$ cat src/rtl/stepper_pulse_driver.sv
// Queued stepper-motor phase sequencer: counts step requests, walks a half/full-step
// coil table at STEP_DIV cycles per step, and de-energizes after IDLE_CYCLES of hold.
module stepper_pulse_driver #(
  parameter int unsigned STEP_DIV    = 50000,
  parameter int unsigned IDLE_CYCLES = 1000000
) (
  input  logic       clk,
  input  logic       rst_n,
  input  logic       step_req,
  input  logic       dir,
  input  logic       half_step,
  input  logic       flush,
  output logic [3:0] coil,
  output logic       busy,
  output logic [3:0] pending,
  output logic       overflow
);

  localparam int unsigned STW = $clog2(STEP_DIV);
  localparam int unsigned ITW = $clog2(IDLE_CYCLES);
  localparam logic [STW-1:0] STEP_LAST = STW'(STEP_DIV - 1);
  localparam logic [STW-1:0] STEP_ONE  = STW'(1);
  localparam logic [ITW-1:0] IDLE_LAST = ITW'(IDLE_CYCLES - 1);
  localparam logic [ITW-1:0] IDLE_ONE  = ITW'(1);

  localparam logic [1:0] S_IDLE = 2'd0;
  localparam logic [1:0] S_STEP = 2'd1;
  localparam logic [1:0] S_HOLD = 2'd2;

  function automatic logic [3:0] phase_to_coil(input logic [2:0] phase);
    logic [3:0] pat;
    case (phase)
      3'd0:    pat = 4'b1000;
      3'd1:    pat = 4'b1100;
      3'd2:    pat = 4'b0100;
      3'd3:    pat = 4'b0110;
      3'd4:    pat = 4'b0010;
      3'd5:    pat = 4'b0011;
      3'd6:    pat = 4'b0001;
      3'd7:    pat = 4'b1001;
      default: pat = 4'b0000;
    endcase
    return pat;
  endfunction

  logic [1:0]     state_q, state_d;
  logic [2:0]     phase_q, phase_d;
  logic [STW-1:0] step_tmr_q, step_tmr_d;
  logic [ITW-1:0] idle_tmr_q, idle_tmr_d;
  logic [3:0]     pending_q, pending_d;
  logic           overflow_q, overflow_d;
  logic [3:0]     coil_q, coil_d;
  logic           busy_q, busy_d;
  logic           consume_s;
  logic [2:0]     step_amt_s;

  // Next-state logic: queue accounting, phase advance and FSM sequencing.
  always_comb begin
    state_d    = state_q;
    phase_d    = phase_q;
    step_tmr_d = step_tmr_q;
    idle_tmr_d = idle_tmr_q;
    pending_d  = pending_q;
    overflow_d = overflow_q;

    // flush pre-empts consumption, so the phase never moves on a flush cycle
    consume_s  = (state_q == S_STEP) && (step_tmr_q == STEP_LAST) && !flush;
    step_amt_s = half_step ? 3'd1 : 3'd2;

    if (flush) begin
      pending_d  = 4'd0;
      overflow_d = 1'b0;
    end else if (step_req && consume_s) begin
      pending_d = pending_q;
    end else if (step_req) begin
      if (pending_q != 4'd15) begin
        pending_d = pending_q + 4'd1;
      end else begin
        overflow_d = 1'b1;
      end
    end else if (consume_s) begin
      pending_d = pending_q - 4'd1;
    end else begin
      pending_d = pending_q;
    end

    if (consume_s) begin
      phase_d = dir ? (phase_q + step_amt_s) : (phase_q - step_amt_s);
    end else begin
      phase_d = phase_q;
    end

    case (state_q)
      S_IDLE: begin
        if ((pending_q != 4'd0) && !flush) begin
          state_d    = S_STEP;
          step_tmr_d = {STW{1'b0}};
        end else begin
          state_d = S_IDLE;
        end
      end
      S_STEP: begin
        if (flush || (consume_s && (pending_d == 4'd0))) begin
          state_d    = S_HOLD;
          step_tmr_d = {STW{1'b0}};
          idle_tmr_d = {ITW{1'b0}};
        end else if (consume_s) begin
          step_tmr_d = {STW{1'b0}};
        end else begin
          step_tmr_d = step_tmr_q + STEP_ONE;
        end
      end
      S_HOLD: begin
        if ((pending_q != 4'd0) && !flush) begin
          state_d    = S_STEP;
          step_tmr_d = {STW{1'b0}};
        end else if (idle_tmr_q == IDLE_LAST) begin
          state_d    = S_IDLE;
          idle_tmr_d = {ITW{1'b0}};
        end else begin
          idle_tmr_d = idle_tmr_q + IDLE_ONE;
        end
      end
      default: begin
        state_d    = S_IDLE;
        step_tmr_d = {STW{1'b0}};
        idle_tmr_d = {ITW{1'b0}};
      end
    endcase

    coil_d = (state_d == S_IDLE) ? 4'b0000 : phase_to_coil(phase_d);
    busy_d = (state_d == S_STEP);
  end

  // State and registered outputs; reset de-energizes the coils immediately.
  always_ff @(posedge clk or negedge rst_n) begin
    if (!rst_n) begin
      state_q    <= S_IDLE;
      phase_q    <= 3'd0;
      step_tmr_q <= {STW{1'b0}};
      idle_tmr_q <= {ITW{1'b0}};
      pending_q  <= 4'd0;
      overflow_q <= 1'b0;
      coil_q     <= 4'b0000;
      busy_q     <= 1'b0;
    end else begin
      state_q    <= state_d;
      phase_q    <= phase_d;
      step_tmr_q <= step_tmr_d;
      idle_tmr_q <= idle_tmr_d;
      pending_q  <= pending_d;
      overflow_q <= overflow_d;
      coil_q     <= coil_d;
      busy_q     <= busy_d;
    end
  end

  assign coil     = coil_q;
  assign busy     = busy_q;
  assign pending  = pending_q;
  assign overflow = overflow_q;

endmodule
$ cat config.mk
export PLATFORM = sky130hd
export DESIGN_NAME = stepper_pulse_driver
export DESIGN_NICKNAME = d
export VERILOG_FILES = /design/src/rtl/stepper_pulse_driver.sv
export SDC_FILE = /design/constraint.sdc
export NUM_CORES = 1
export LEC_CHECK = 0
export BUFFER_PORTS_ARGS = -buffer_cell sky130_fd_sc_hd__buf_2
export CORE_ASPECT_RATIO = 1.2
export CORE_MARGIN = 5
export CORE_UTILIZATION = 43
export CTS_CLUSTER_SIZE = 24
export DETAILED_ROUTE_END_ITERATION = 7
export SETUP_SLACK_MARGIN = 0.15
export SLEW_MARGIN = 40
export SYNTH_ARGS = -nofsm -noshare
export SYNTH_HDL_FRONTEND = slang
export SYNTH_SLANG_ARGS = --single-unit
$ cat constraint.sdc
create_clock -name clk -period 3.92 [get_ports clk]
set_input_delay 0.392 -clock clk [delete_from_list [all_inputs] [get_ports clk]]
set_output_delay 0.392 -clock clk [all_outputs]
set_load 0.005 [all_outputs]
==> out/qor.txt <==
status - complete, no violations
Mapped Avg Cell Area - 9.542 um^2
Placement Setup Slack - 1181 ps
Initial DRT Pass Iterations - 4
Least-Margin Pin Slew - 666.4 ps
post-route ant nets - 0
CTS tree - built
Max VDD drop - 0.2634 mV
achievable frequency - 0.3598 GHz
Initial Util - 0.4457
DIE WIDTH - 87.41 um
Slew Viols, Final - 0
Post-synth top flop - dfrtp_1
nets - 346
per-cell routed wire length - 15.64 um
Num CTS Buffers - 5
H-tree depth - 2
largest net degree at the start of global routing - 52
Flop pwr share - 0.450
max_slew headroom - 0.5558
Total Wirelength - 6586 um
Rows - 33
post-cts hold buffer count - 0
count of input and output buffers - 15
ANT cells - 0
Max Cap Viol - 0
Reg-to-Reg Start - state_q[0]$_DFF_PN0_
leakage power - 1.401 nW
setup ws final - 1140 ps
grt ovf - 0
die area - 8993 um^2
Ys Warns - 0
CTS Sinks - 51
clock-pin slew on the worst setup and hold paths - 90 ps
RD Place Congestion - 0.7481
ys async rst share - 1.000
via count - 2413
Die Y-Extent - 102.9 um
power density over the cells - 432.5 nW/um^2
worst path required time - 4110 ps
clock power share - 0.256
Worst EP arrival - 2970 ps
Fin. Hold Viols - 0
first-pass GRT wire length - 11590 um
Setup crit start - state_q[0]$_DFF_PN0_
WS Path Type - flip-flop to flip-flop
total track usage - 0.1614
Worst-Skew Late Latency - 310 ps
Sw Ratio - 0.3542
Final HPWL DP - 4444 um
Seq/Total Area, Yosys - 0.4128
hold slack - 168.8 ps
CTS resizes - 0
Root Buffer - clkbuf_8
Setup-failing EPs final - 0
CTS max path bufs - 2
Post-synth EDFFs - 0
share of cells above drive strength 1 - 0.1677
Pint - 0.9191 mW
unrepaired setup endpoints after global routing - false
Post-CTS Setup Inserts - 0
vias in the first global route - 2451
Critical Path End Type - flip-flop
combinational power share - 0.294
switching pwr - 0.5042 mW
flops & latches, synth - 51
setup TNS - 0 ps
core area - 6937 um^2
fin crit period - 2780 ps
1st-iter DRT viols - 125
worst-path maximum fanout - 14
Hold Crit Class - primary input to asynchronous set/reset pin
DR vias/cell - 5.732
clock skew - 11.78 ps
# DRC - 0
P&R area growth vs syn - 6.435%
fin crit share - 0.7091
Synth cell types - 61
Synthesized Nets - 336
initial antenna violation count - 0
Startpoint Class - flip-flop
Mapped Area - 3092 um^2
Post-Syn Instances - 324
IO Pins - 16
-- power by group through the flow --
stage / sequential [mW] / combinational [mW] / clock [mW]
3_5_place_dp: 0.649 / 0.419 / 0
4_1_cts: 0.639 / 0.421 / 0.378
5_1_grt: 0.648 / 0.472 / 0.398
3_3_place_gp: 0.647 / 0.419 / 0
6_report: 0.640 / 0.419 / 0.365
2_1_floorplan: 0.633 / 0.369 / 0
-- cell usage in the layout, fill, tap and decap left out, types with 8 or more instances in the layout --
master,netlist,final
a21oi_1,11,11
and3_1,11,11
buf_2,2,15
dfrtp_1,51,51
inv_1,8,8
nand2_1,36,36
nand3_1,16,16
nor2_1,31,31
nor3_1,9,9
o21ai_0,26,26
o31ai_1,8,8
-- per-stage QoR --
step	utilization	cells	power (mW)	instance area (um^2)
floorplan	-	324	1.002	3092
global placement	0.4596	414	1.066	3188
detailed placement	0.4596	414	1.068	3188
CTS	0.4744	421	1.438	3291
global route	0.4744	421	1.518	3291
finish	0.4744	421	1.423	3291
-- cells in the mapped netlist (all sizes together) (5+ instances only) --
cell,n,area share
nand2,36,0.044
or2,5,0.011
o22ai,5,0.010
o21ai,26,0.042
nor2,31,0.038
nand2b,7,0.017
nand3,17,0.029
inv,8,0.0097
clkbuf,6,0.0073
ha,5,0.020
o31ai,8,0.019
buf,9,0.028
a21oi,12,0.021
a31oi,14,0.062
dfrtp,51,0.41
nor3,9,0.015
and3,12,0.025
a21o,5,0.012
xnor2,5,0.014
-- worst max-delay path: stages, from the launching register on --
cell and delay, ps:
dfrtp_1 540, nand2b_4 110, or4_4 550, or2_4 310, and4b_4 230, nor4_4 320
or2_1 150, buf_4 300, a31oi_1 150
-- layer usage --
| metal | global-route usage | wire length [um] | up-vias |
|---|---|---|---|
| met1 | 0.2004 | 3006 | 1192 |
| met2 | 0.2842 | 3398 | 23 |
| li1 | - | - | 1190 |
| met3 | 0.02718 | 114 | 8 |
| met4 | 0.05195 | 66 | 0 |
| met5 | 0 | 0 | - |
-- final timing paths --
check | end | slack [ps] | cells after the start
worst min register to register | overflow$_DFFE_PN0P_ | 510 | 2
worst max register to register | idle_tmr_q[4]$_DFFE_PN0P_ | 1140 | 8
max in group asynchronous | state_q[1]$_DFF_PN0_ | 3280 | 2
worst max-delay path | idle_tmr_q[4]$_DFFE_PN0P_ | 1140 | 8
worst min-delay path | idle_tmr_q[12]$_DFFE_PN0P_ | 170 | 2
min in group clk | pending[3]$_DFF_PN0_ | 380 | 2
-- cell type report --
| class | count | area [um^2] |
|---|---|---|
| Clock buffer | 6 | 72.57 |
| Clock inverter | 1 | 30.03 |
| Fill cell | 683 | 3646 |
| Inverter | 8 | 30.03 |
| Multi-Input combinational cell | 249 | 1668 |
| Sequential cell | 51 | 1276 |
| Tap cell | 87 | 108.9 |
| Timing Repair Buffer | 19 | 105.1 |
-- state kept, by name, indices dropped and copies added, names as in the netlist --
register    cells
state_q         2
coil            4
phase_q         3
step_tmr_q     16
idle_tmr_q     20
busy            1
overflow        1
pending         4
-- cells by family (layout without fill, tap and decap cells) --
logic type,Yosys count,in the layout,share of synthesized area
compound gates,89,89,0.2242
xor+xnor,7,7,0.01983
fa+ha+maj,6,6,0.02671
buf+inv,24,34,0.04775
flops,51,51,0.4128
mux,6,6,0.02469
simple gates,141,141,0.2440
Note: power is estimated with default switching activity, not from simulation.
